==> config.mk <==
export PLATFORM = sky130hd
export DESIGN_NAME = prio_dispatch_flat
export DESIGN_NICKNAME = d
export VERILOG_FILES = /design/src/rtl/prio_dispatch_pkg.sv /design/src/rtl/prio_dispatch_if.sv /design/src/rtl/prio_pick.sv /design/src/rtl/prio_dispatch.sv /design/src/flat_wrapper.sv
export SDC_FILE = /design/constraint.sdc
export NUM_CORES = 1
export LEC_CHECK = 0
export ABC_AREA = 0
export BUFFER_PORTS_ARGS = -buffer_cell sky130_fd_sc_hd__buf_2
export CAP_MARGIN = 30
export CORE_AREA = 2 2 39 41
export DETAILED_ROUTE_END_ITERATION = 8
export DIE_AREA = 0 0 41 43
export SYNTH_ARGS = -nofsm -noshare
export SYNTH_HDL_FRONTEND = slang
export SYNTH_SLANG_ARGS = --single-unit
==> constraint.sdc <==
create_clock -name clk -period 2.13 [get_ports clk]
set_input_delay 0.3195 -clock clk [delete_from_list [all_inputs] [get_ports clk]]
set_output_delay 0.3195 -clock clk [all_outputs]
set_load 0.05 [all_outputs]
==> src/rtl/prio_dispatch_pkg.sv <==
// Purpose: shared types and defaults for the priority dispatcher.
// Latency: n/a (declarations only).
// Backpressure: n/a.
package prio_dispatch_pkg;

  // Default number of request lines; must be a power of two, >= 2.
  localparam int DEFAULT_N = 4;

  // Dispatcher FSM: IDLE looks for work, GRANT holds one grant until ack.
  typedef enum logic {
    IDLE  = 1'b0,
    GRANT = 1'b1
  } state_t;

endpackage

==> src/rtl/prio_dispatch_if.sv <==
// Purpose: request/grant bundle between encoder-side driver and dispatcher.
// Latency: n/a (wires only).
// Backpressure: grant is held by the dispatcher until the consumer raises ack.
// Ports: in/in_valid (encoded request), ack (grant accept), overrun_clr,
//        out/out_valid (one-hot grant), pending (request bitmap), overrun.
interface prio_dispatch_if
  import prio_dispatch_pkg::*;
#(
  parameter int N = DEFAULT_N
);
  localparam int W = $clog2(N);

  logic [W-1:0] in;
  logic         in_valid;
  logic         ack;
  logic         overrun_clr;
  logic [N-1:0] out;
  logic         out_valid;
  logic [N-1:0] pending;
  logic         overrun;

  // master: encoder / consumer side, slave: the dispatcher itself.
  modport master (
    output in, in_valid, ack, overrun_clr,
    input  out, out_valid, pending, overrun
  );

  modport slave (
    input  in, in_valid, ack, overrun_clr,
    output out, out_valid, pending, overrun
  );

endinterface

==> src/rtl/prio_pick.sv <==
// Purpose: highest-set-bit finder, MSB wins (mirror of the upstream encoder).
// Latency: combinational.
// Backpressure: none.
// Ports: bitmap (N-bit input), idx (index of highest set bit, 0 if none),
//        any (at least one bit set).
module prio_pick #(
  parameter  int N = 4,
  localparam int W = $clog2(N)
) (
  input  logic [N-1:0] bitmap,
  output logic [W-1:0] idx,
  output logic         any
);

  // Ascending scan: later (higher) set bits overwrite earlier ones.
  always_comb begin
    idx = '0;
    any = 1'b0;
    for (int i = 0; i < N; i++) begin
      if (bitmap[i]) begin
        idx = W'(i);
        any = 1'b1;
      end
    end
  end

endmodule

==> src/rtl/prio_dispatch.sv <==
// Purpose: turn encoded requests into sticky pending bits, grant them one-hot MSB first.
// Latency: in_valid edge T -> pending at T+1 -> out_valid at T+2 when idle.
// Backpressure: each grant is held until ack; at least one idle cycle between grants.
// Ports: clk, rst_n (async active-low), bus (slave modport of prio_dispatch_if).
module prio_dispatch
  import prio_dispatch_pkg::*;
#(
  parameter int N = DEFAULT_N
) (
  input  logic           clk,
  input  logic           rst_n,
  prio_dispatch_if.slave bus
);

  localparam int W = $clog2(N);

  state_t       state;
  logic [N-1:0] pend_q;
  logic [N-1:0] out_q;
  logic         vld_q;
  logic         ovr_q;

  logic [W-1:0] pick_idx;
  logic         pick_any;
  logic [N-1:0] pick_oh;
  logic [N-1:0] set_mask;
  logic [N-1:0] clr_mask;
  logic         grant_now;
  logic         ovr_set;

  prio_pick #(.N(N)) u_pick (
    .bitmap (pend_q),
    .idx    (pick_idx),
    .any    (pick_any)
  );

  always_comb begin
    pick_oh = '0;
    pick_oh[pick_idx] = 1'b1;

    // Gate on in_valid so a floating index never touches pending.
    set_mask = '0;
    if (bus.in_valid) begin
      set_mask[bus.in] = 1'b1;
    end

    grant_now = (state == IDLE) && pick_any;
    clr_mask  = grant_now ? pick_oh : '0;

    // A bit being consumed this edge is free to be re-requested without
    // counting as an overrun; the new request is kept as a fresh pending bit.
    ovr_set = |(set_mask & pend_q & ~clr_mask);
  end

  always_ff @(posedge clk or negedge rst_n) begin
    if (!rst_n) begin
      state  <= IDLE;
      pend_q <= '0;
      out_q  <= '0;
      vld_q  <= 1'b0;
      ovr_q  <= 1'b0;
    end else begin
      // Set is applied after clear so a same-edge set/clear keeps the bit.
      pend_q <= (pend_q & ~clr_mask) | set_mask;

      if (ovr_set) begin
        ovr_q <= 1'b1;
      end else if (bus.overrun_clr) begin
        ovr_q <= 1'b0;
      end

      // Priority is only evaluated here, on entry to GRANT; new requests
      // during GRANT wait in pending.
      case (state)
        IDLE: begin
          if (grant_now) begin
            out_q <= pick_oh;
            vld_q <= 1'b1;
            state <= GRANT;
          end
        end
        GRANT: begin
          if (bus.ack) begin
            out_q <= '0;
            vld_q <= 1'b0;
            state <= IDLE;
          end
        end
      endcase
    end
  end

  assign bus.out       = out_q;
  assign bus.out_valid = vld_q;
  assign bus.pending   = pend_q;
  assign bus.overrun   = ovr_q;

endmodule

==> src/flat_wrapper.sv <==
// flat-port wrapper written by rule: the top's interface ports become plain ports
module prio_dispatch_flat import prio_dispatch_pkg::*;
#(
  parameter int N = DEFAULT_N
)
  (clk, rst_n, bus_in, bus_in_valid, bus_ack, bus_overrun_clr, bus_out, bus_out_valid, bus_pending, bus_overrun);
  prio_dispatch_if #(.N(N)) bus_i ();
  input  logic clk;
  input  logic rst_n;
  input wire logic [$bits(bus_i.in)-1:0] bus_in;
  input wire logic [$bits(bus_i.in_valid)-1:0] bus_in_valid;
  input wire logic [$bits(bus_i.ack)-1:0] bus_ack;
  input wire logic [$bits(bus_i.overrun_clr)-1:0] bus_overrun_clr;
  output wire logic [$bits(bus_i.out)-1:0] bus_out;
  output wire logic [$bits(bus_i.out_valid)-1:0] bus_out_valid;
  output wire logic [$bits(bus_i.pending)-1:0] bus_pending;
  output wire logic [$bits(bus_i.overrun)-1:0] bus_overrun;
  assign bus_i.in = bus_in;
  assign bus_i.in_valid = bus_in_valid;
  assign bus_i.ack = bus_ack;
  assign bus_i.overrun_clr = bus_overrun_clr;
  assign bus_out = bus_i.out;
  assign bus_out_valid = bus_i.out_valid;
  assign bus_pending = bus_i.pending;
  assign bus_overrun = bus_i.overrun;
  prio_dispatch #(.N(N)) u_core (.clk(clk), .rst_n(rst_n), .bus(bus_i));
endmodule
==> results.yml, run 1 <==
sta:
  drv_slew: 0
  clock_skew_ns: 0.003358
  worst_pin_slew_ns: 0.3487
  relSlewSlack: 0.7675
  fmax_mhz: 712.6
  worst_slack_ns: 0.7267
  finalHoldViolations: 0
  period_share: 0.6588
  post-route-min-period_ns: 1.403
  tns_ns: 0
  rsz0062_at_grt: "no"
  setup-violations-final: 0
synthesis:
  synth_area_leaders: "dfrtp_1 53%, o21ai_0 7.7%, a22o_2 3.8%"
  syn-cell-area_um2: 521.8
  synthFlopType: "dfrtp_1"
  yosys-top-cells-count: "11 x dfrtp_1, 8 x o21ai_0, 5 x inv_1, 5 x nand2_1"
  syn_area_per_cell_um2: 10.03
  ys_seq_area_frac: 0.5276
  synth.distinct_cells: 23
  ys_ff_latch: 11
  synthMuxAreaShare: 0.02158
  synth_edf_count: 0
  synth_cells: 52
  synth_compound_area_frac: 0.2302
  synth-simple-area-share: 0.1535
  yosysTopAreaCell: "dfrtp_1"
  synth_top_family_by_area: "compound AO/OA/AOI/OAI gates"
  ys_warn_count: 0
  yosys.area.top_type_share: 0.5276
  synth-adder-area-share: 0
  synth_fp_nets: 59
  synth_xor_xnor_area_share: 0
  post-synth-top-count-cell: "dfrtp_1"
  ys_async_sr_fraction: 1.000
final_layout:
  diodes: 0
  synthToLayoutAreaGrowth_pct: 23.02
  fillers: 143
  nNetsFinal: 79
  regArea_um2: 275.3
  drive_gt1_frac: 0.3380
  multi_input_area_um2: 211.5
floorplan:
  die_h_um: 43
  die-area_um2: 1763
  start_util: 0.3770
  num_rows: 14
  ios: 17
  core_um2: 1384
  die_x_um: 41
cts:
  cts_tree: "built"
  clk_latency_ns: 0.27
  cts.sinks: 11
  cts_buffers: 3
  cts_max_level: 1
  clk_pin_slew_ns: 0.07
  cts_max_path_buffers: 2
  clockRootBuffer: "clkbuf_4"
  postCtsSetupBuffers: 0
  hold_buffers: 1
  cts_resized: 0
critical_path:
  crit_buf_inv: 1
  arrival_ns: 1.08
  slowest_delay_ns: 0.49
  reg2reg_slack_ns: 0.73
  crit_fanout: 10
  path_cells: "buf_2"
  cp-start-kind: "register"
  worstSetupEndpointType: "output pin"
  cp.required_ns: 1.81
  cp_slowest_cell: "dfrtp_1"
  path_delay_family: "flip-flops"
  worst-setup-path-type: "register to output pin"
placed_design:
  io_buffer_count: 16
  gp_congestion: 0.7776
  dp_hpwl_um: 758.6
  pre_cts_ws_ns: 0.7392
status:
  outcome: "completed"
routing:
  route.met3.wl_um: 46
  wl_per_cell_um: 12.03
  top_layer: "met4"
  drtIter0Drc: 6
  drtAntennaViolNets: 0
  met2_length_um: 508
  drt_wl_total_um: 1047
  wl_met1_um: 468
  drcViolationCount: 0
  vias: 452
  firstDrtPassIters: 4
  routed_via_density: 5.195
global_route:
  grt_pass1_wl_um: 1628
  grt_pass1_vias: 385
  grt.total_usage: 0.1400
  grt-ovfl-total: 0
  antenna_found_initial: 0
  grt_max_degree: 13
min_path:
  hold_class: "input port to register"
power_and_ir_drop:
  ir_worst_vdd_mv: 0.4949
  power.density_nw_per_um2: 1313
  p_leak_nw: 0.3311
job:
  cap_violations: 0
cell type report:
cell class,instances,area share
flip-flops and latches,11,0.4288
repair buffers,17,0.1404
clock buffers,4,0.04094
inverters,5,0.02924
well taps,16,0.03119
multi-input cells,34,0.3294
worst register-to-register path: cells and delay by family, from the launching register on:
kind	cells	cell delay [ns]
compound gates	2	0.23
flops	1	0.47
simple gates	1	0.58
registers in the layout, indices dropped and copies added (netlist names):
name and flops:
u_core.bus.pending 4, u_core.state 1, u_core.bus.overrun 1, u_core.bus.out_valid 1, u_core.bus.out 4
cells in the final DEF (no fill, tap or decap), types with 2 or more instances in the layout:
master | netlist | routed
dfrtp_1 | 11 | 11
buf_2 | 1 | 16
inv_1 | 5 | 5
clkbuf_4 | 0 | 3
a21oi_1 | 2 | 2
nand2_1 | 5 | 5
o21ai_0 | 8 | 8
a22o_2 | 2 | 2
or3_1 | 2 | 2
nor2_1 | 2 | 2
per-stage QoR:
stage | std cells | total power (W) | utilization | hold WS [ns] | cell area [um2]
detailed placement | 82 | 0.0007010 | 0.4376 | 0.2030 | 605.6
finish | 87 | 0.0008430 | 0.4638 | 0.2372 | 641.9
global placement | 82 | 0.0006992 | 0.4376 | 0.2026 | 605.6
CTS | 87 | 0.0008502 | 0.4638 | 0.2378 | 641.9
floorplan | 52 | 0.0006177 | - | 0.02391 | 521.8
global route | 87 | 0.0008965 | 0.4638 | 0.2444 | 641.9
report_power, final:
part | internal [W] | switching, W | total (W)
clock | 0.0000726 | 0.0000748 | 0.000147
sequential | 0.000263 | 0.0000689 | 0.000332
combinational | 0.000103 | 0.000261 | 0.000364
cells by family after synthesis:
kind of cell | count (synthesis)
AND/OR/NAND/NOR | 15
buffers and inverters | 7
flip-flops | 11
AO/OA/AOI/OAI | 18
multiplexers | 1
per-layer routing:
layer	up-vias	GRT usage
met5	-	0
met4	0	0.1000
met3	4	0.03141
met2	11	0.1938
met1	214	0.1827
li1	223	-
path summary, 6_finish.rpt:
| kind | endpoint | depth (start not counted) | start |
|---|---|---|---|
| worst max-delay path | bus_pending[3] | 1 | u_core.bus.pending[3] |
| worst min-delay path | u_core.state | 2 | bus_ack |
| worst max register to register | u_core.bus.out_valid | 3 | u_core.bus.pending[3] |
| worst min register to register | u_core.bus.out[2] | 1 | u_core.bus.out[2] |
| max in group asynchronous | u_core.bus.out[0] | 2 | rst_n |
| min in group asynchronous | u_core.bus.out[2] | 2 | rst_n |
(Power assumes the default switching activity.)
==> inputs of run 2 (changes only) <==
--- a/config.mk
+++ b/config.mk
@@ -11,6 +11,7 @@
 export CORE_AREA = 2 2 39 41
 export DETAILED_ROUTE_END_ITERATION = 8
 export DIE_AREA = 0 0 41 43
+export PLACE_DENSITY = 0.67
 export SYNTH_ARGS = -nofsm -noshare
 export SYNTH_HDL_FRONTEND = slang
 export SYNTH_SLANG_ARGS = --single-unit
==> constraint.sdc (replaced) <==
create_clock -name clk -period 1.29 [get_ports clk]
set_input_delay 0.1935 -clock clk [delete_from_list [all_inputs] [get_ports clk]]
set_output_delay 0.1935 -clock clk [all_outputs]
set_load 0.05 [all_outputs]
==> run 2 against run 1 <==
Effect of this change: the flow now finishes with violations (negative setup slack); combinational power rose by 110%; hold slack got worse by 0.11 ns; register-to-register slack got worse by 0.74 ns; cell count grew 9.2%; clock power grew 58%; die area did not move; clock-buffer cell count stayed put; flip-flop and latch count unchanged; total power rose by 82%; global-route usage increased by 3.2 points; clock skew barely moved; critical endpoint is now u_core.bus.out[2]; largest power group unchanged.
==> results.yml, run 2 (synthesis results as in run 1) <==
final_layout:
  nNetsFinal: 87
  diodes: 0
  fillers: 139
  final_common_cell: "buf_2"
  drive_gt1_frac: 0.4684
  final_cell_mix: "15 x buf_2, 9 x buf_4, 8 x dfrtp_1"
  synthToLayoutAreaGrowth_pct: 39.09
  stdcell_count: 95
global_route:
  antenna_found_initial: 0
  grt_pass1_wl_um: 2042
  grt_max_degree: 12
  grt_pass1_vias: 468
  grt-ovfl-total: 0
  grt.total_usage: 0.1722
critical_path:
  worstSetupEndpointType: "register"
  slowest_delay_ns: 0.57
  path_delay_family: "simple AND/OR/NAND/NOR gates"
  crit_buf_inv: 0
  path_cells: "or4_4, o21bai_4, a22o_2"
  worst-setup-path-type: "register to register"
  arrival_ns: 1.51
  cp_slowest_cell: "or4_4"
  cp-start-kind: "register"
  crit_fanout: 3
  cp.required_ns: 1.50
routing:
  top_layer: "met4"
  drtIter0Drc: 5
  firstDrtPassIters: 4
  wl_per_cell_um: 12.28
  drcViolationCount: 0
  vias: 476
  drt_wl_total_um: 1167
  routed_via_density: 5.011
  drtAntennaViolNets: 0
  met2_length_um: 580
  route.met3.wl_um: 56
  wl_met1_um: 517
job:
  cap_violations: 0
sta:
  setup-violations-final: 2
  fmax_mhz: 766.6
  finalHoldViolations: 0
  clock_skew_ns: 0.003411
  relSlewSlack: 0.8288
  rsz0062_at_grt: "yes"
  post-route-min-period_ns: 1.305
  drv_slew: 0
  worst_pin_slew_ns: 0.2544
  tns_ns: -0.02383
  period_share: 1.011
  hold_ws_ns: 0.1244
  worst_slack_ns: -0.01454
power_and_ir_drop:
  power.density_nw_per_um2: 2110
  ir_worst_vdd_mv: 1.594
  p_leak_nw: 0.3688
  p_total_w: 0.001532
cts:
  cts_max_path_buffers: 2
  clockRootBuffer: "clkbuf_4"
  cts_tree: "built"
  clk_pin_slew_ns: 0.07
  cts_buffers: 3
  cts_max_level: 1
  cts.sinks: 11
  clk_latency_ns: 0.27
floorplan:
  ios: 17
  start_util: 0.3770
  die_x_um: 41
  num_rows: 14
  die-area_um2: 1763
  die_h_um: 43
  core_um2: 1384
status:
  violations: "negative setup slack"
  outcome: "finished with violations"
min_path:
  hold_class: "input port to register"
placed_design:
  gp_congestion: 0.7825
  pre_cts_ws_ns: 0.0003383
  io_buffer_count: 16
  dp_hpwl_um: 889.4
  dp_cells: 89
run 2: cell count changes in the layout (fill, tap and decap cells not counted), sizes merged:
cell and delta:
buf +8
run 2: worst paths after layout:
kind,start,to,slack (ns),cells after the start
min reg2reg,u_core.bus.out[3],u_core.bus.out[3],0.50,1
max,u_core.bus.pending[0],u_core.bus.out[2],-0.01,3
min,bus_ack,u_core.bus.out_valid,0.12,2
max in group asynchronous,rst_n,u_core.bus.pending[3],0.75,2
min in group asynchronous,rst_n,u_core.bus.out_valid,0.32,2
max reg2reg,u_core.bus.pending[0],u_core.bus.out[2],-0.01,3
run 2: what timing repair did:
action / in CTS / in global routing
hold buffers: 1 / 0
pin swaps: 0 / 0
hold endpoints to repair: 11 / 0
setup endpoints to repair: 3 / 5
gates resized for setup: 0 / 4
buffers inserted: 1 / 0
run 2: area by class of cell:
class	count	area [um2]	share of cell area
Clock buffer	4	26.28	0.03621
Inverter	5	18.77	0.02586
Multi-Input combinational cell	34	229.0	0.3155
Sequential cell	11	279.0	0.3845
Tap cell	16	20.02	0.02759
Timing Repair Buffer	25	152.6	0.2103
run 2: stage by stage:
stage / utilization / instance area [um2]
detailed placement: 0.4837 / 669.4
finish: 0.5244 / 725.7
global route: 0.5244 / 725.7
global placement: 0.4837 / 669.4
CTS: 0.5154 / 713.2
floorplan: - / 533.0
run 2: routing by layer:
metal | track usage | vias up
met2 | 0.2625 | 14
met3 | 0.03141 | 2
met4 | 0.1000 | 0
li1 | - | 240
met1 | 0.2152 | 220
met5 | 0 | -
run 2: worst register-to-register path, stage by stage, from the launching register on:
cell and delay (ns):
dfrtp_2 0.40, or4_4 0.57, o21bai_4 0.13, a22o_2 0.14
run 2: where the power goes:
part | internal, W | switching, W | leakage (nW)
registers | 0.000440 | 0.0000803 | 0.133
logic | 0.000267 | 0.000512 | 0.221
clock network | 0.000120 | 0.000112 | 0.0150
==> inputs of run 3 (changes only) <==
--- a/config.mk
+++ b/config.mk
@@ -7,8 +7,8 @@
 export LEC_CHECK = 0
 export ABC_AREA = 0
 export BUFFER_PORTS_ARGS = -buffer_cell sky130_fd_sc_hd__buf_2
-export CAP_MARGIN = 30
 export CORE_AREA = 2 2 39 41
+export CTS_CLUSTER_DIAMETER = 120
 export DETAILED_ROUTE_END_ITERATION = 8
 export DIE_AREA = 0 0 41 43
 export PLACE_DENSITY = 0.67
==> constraint.sdc (replaced) <==
create_clock -name clk -period 1.2 [get_ports clk]
set_input_delay 0.18 -clock clk [delete_from_list [all_inputs] [get_ports clk]]
set_output_delay 0.18 -clock clk [all_outputs]
set_load 0.05 [all_outputs]
==> run 3 against run 2 <==
Effect of this change: the run still ends with negative setup slack left; routed wire length is 2.0% higher; worst setup slack got worse by 0.083 ns; clock skew barely moved; register-to-register slack got worse by 0.08 ns; clock-buffer cell count unchanged; largest cell class unchanged.
==> results.yml, run 3 (synthesis results as in run 1) <==
power_and_ir_drop:
  clkPwrFrac: 0.139
  combPwrFrac: 0.551
  ir_worst_vdd_mv: 1.473
  p_total_w: 0.001776
  p_leak_nw: 0.3978
  switching_share: 0.4434
  power.density_nw_per_um2: 2246
  internal_power_w: 0.0009886
  seqPwrFrac: 0.309
  switchingPower_w: 0.0007876
critical_path:
  worstSetupEndpointType: "register"
  arrival_ns: 1.50
  path_cells: "or4_4, o21bai_4, a22o_2"
  reg2reg_slack_ns: -0.1
  crit_fanout: 4
  crit_buf_inv: 0
  slowest_delay_ns: 0.54
  r2r-start: "u_core.bus.pending[2]"
  path_delay_family: "simple AND/OR/NAND/NOR gates"
  cp.required_ns: 1.40
  worstReg2RegEnd: "u_core.bus.out[3]"
  cp_slowest_cell: "or4_4"
  worst-setup-path-type: "register to register"
  cp-start-kind: "register"
  ff2ff_path_depth: 3
min_path:
  hold_end: "u_core.bus.out_valid"
  hold_class: "input port to register"
  min_path_cells: 2
  hp-start: "bus_ack"
routing:
  routed_via_density: 5.010
  drcViolationCount: 0
  firstDrtPassIters: 4
  drtIter0Drc: 12
  drt_wl_total_um: 1190
  vias: 496
  wl_per_cell_um: 12.02
  drtAntennaViolNets: 0
cts:
  clockRootBuffer: "clkbuf_4"
  clk_pin_slew_ns: 0.07
  cts_max_path_buffers: 2
  clk_latency_ns: 0.26
  cts_tree: "built"
  cts_buffers: 3
  cts_max_level: 1
  cts.sinks: 11
global_route:
  grt_pass1_wl_um: 1959
  grt_use_met3: 0.04712
  grt_max_degree: 12
  grt-ovfl-total: 0
  grt_busiest_layer: "met2"
  use_met1: 0.2152
  grt_util_met2: 0.2344
  grt.total_usage: 0.1692
  grt_pass1_vias: 481
  antenna_found_initial: 0
final_layout:
  nNetsFinal: 91
  drive_gt1_frac: 0.4819
  final_cell_mix: "12 x buf_2, 11 x buf_4, 8 x dfrtp_1"
  fillers: 124
  synthToLayoutAreaGrowth_pct: 51.56
  diodes: 0
  final_common_cell: "buf_2"
status:
  violations: "negative setup slack"
  outcome: "finished with violations"
sta:
  clock_skew_ns: 0.003630
  worst_pin_slew_ns: 0.2536
  fmax_mhz: 770.6
  relSlewSlack: 0.8309
  rsz0062_at_grt: "yes"
  worst_slack_ns: -0.09773
  setup-violations-final: 5
  period_share: 1.081
  post-route-min-period_ns: 1.298
  finalHoldViolations: 0
  drv_slew: 0
  tns_ns: -0.3585
floorplan:
  die_x_um: 41
  die-area_um2: 1763
  die_h_um: 43
  core_um2: 1384
  ios: 17
  start_util: 0.3770
  num_rows: 14
placed_design:
  gp_congestion: 0.7938
  dp_hpwl_um: 878.3
  io_buffer_count: 16
job:
  cap_violations: 0
[run 3: area by class of cell]
cell class	instances	area (um2)	share of cell area
clock buffers	4	26.28	0.03323
inverters	5	18.77	0.02373
multi-input cells	34	234.0	0.2959
flip-flops and latches	11	279.0	0.3528
well taps	16	20.02	0.02532
repair buffers	29	212.7	0.2690
[run 3: timing repair]
item	CTS	global route
pin swaps	2	1
setup buffers	0	1
hold buffers	1	0
endpoints found under the hold margin	11	0
gates resized for setup	6	6
endpoints found under the setup margin	9	10
cloned	0	0
[run 3: worst max-delay path by stage]
stage	cells after the start	slack, ns	endpoint	startpoint
5_1_grt	3	-0.14	u_core.bus.out[3]	u_core.bus.pending[2]
6_report	3	-0.1	u_core.bus.out[3]	u_core.bus.pending[2]
3_5_place_dp	3	-0.08	u_core.bus.out[3]	u_core.bus.pending[2]
4_1_cts	3	-0.10	u_core.bus.out[3]	u_core.bus.pending[2]
2_1_floorplan	4	-0.29	u_core.bus.out[3]	u_core.bus.pending[3]
3_3_place_gp	3	-0.06	u_core.bus.out[3]	u_core.bus.pending[2]
[run 3: metrics by stage]
step | std cells | instance area, um2 | hold WS [ns] | util | worst slack, ns
floorplan | 52 | 533.0 | -0.1156 | - | -0.2867
CTS | 98 | 753.2 | 0.1089 | 0.5443 | -0.1012
global route | 99 | 790.8 | 0.09080 | 0.5714 | -0.1423
detailed placement | 93 | 699.4 | 0.06183 | 0.5054 | -0.08137
finish | 99 | 790.8 | 0.1221 | 0.5714 | -0.09773
global placement | 93 | 699.4 | 0.06129 | 0.5054 | -0.05914
[run 3: routing by layer]
layer  up-vias  part of all wire
met1       231              0.44
li1        245                 -
met3         4             0.041
met5         -                 0
met2        16              0.51
met4         0             0.014
[run 3: power by group through the flow]
stage / registers (W) / logic, W / clock network (W)
after floorplan: 0.000889 / 0.000229 / 0
after global placement: 0.000550 / 0.000853 / 0
after detailed placement: 0.000553 / 0.000858 / 0
after CTS: 0.000547 / 0.000903 / 0.000264
after global routing: 0.000564 / 0.00104 / 0.000298
final: 0.000550 / 0.000980 / 0.000247
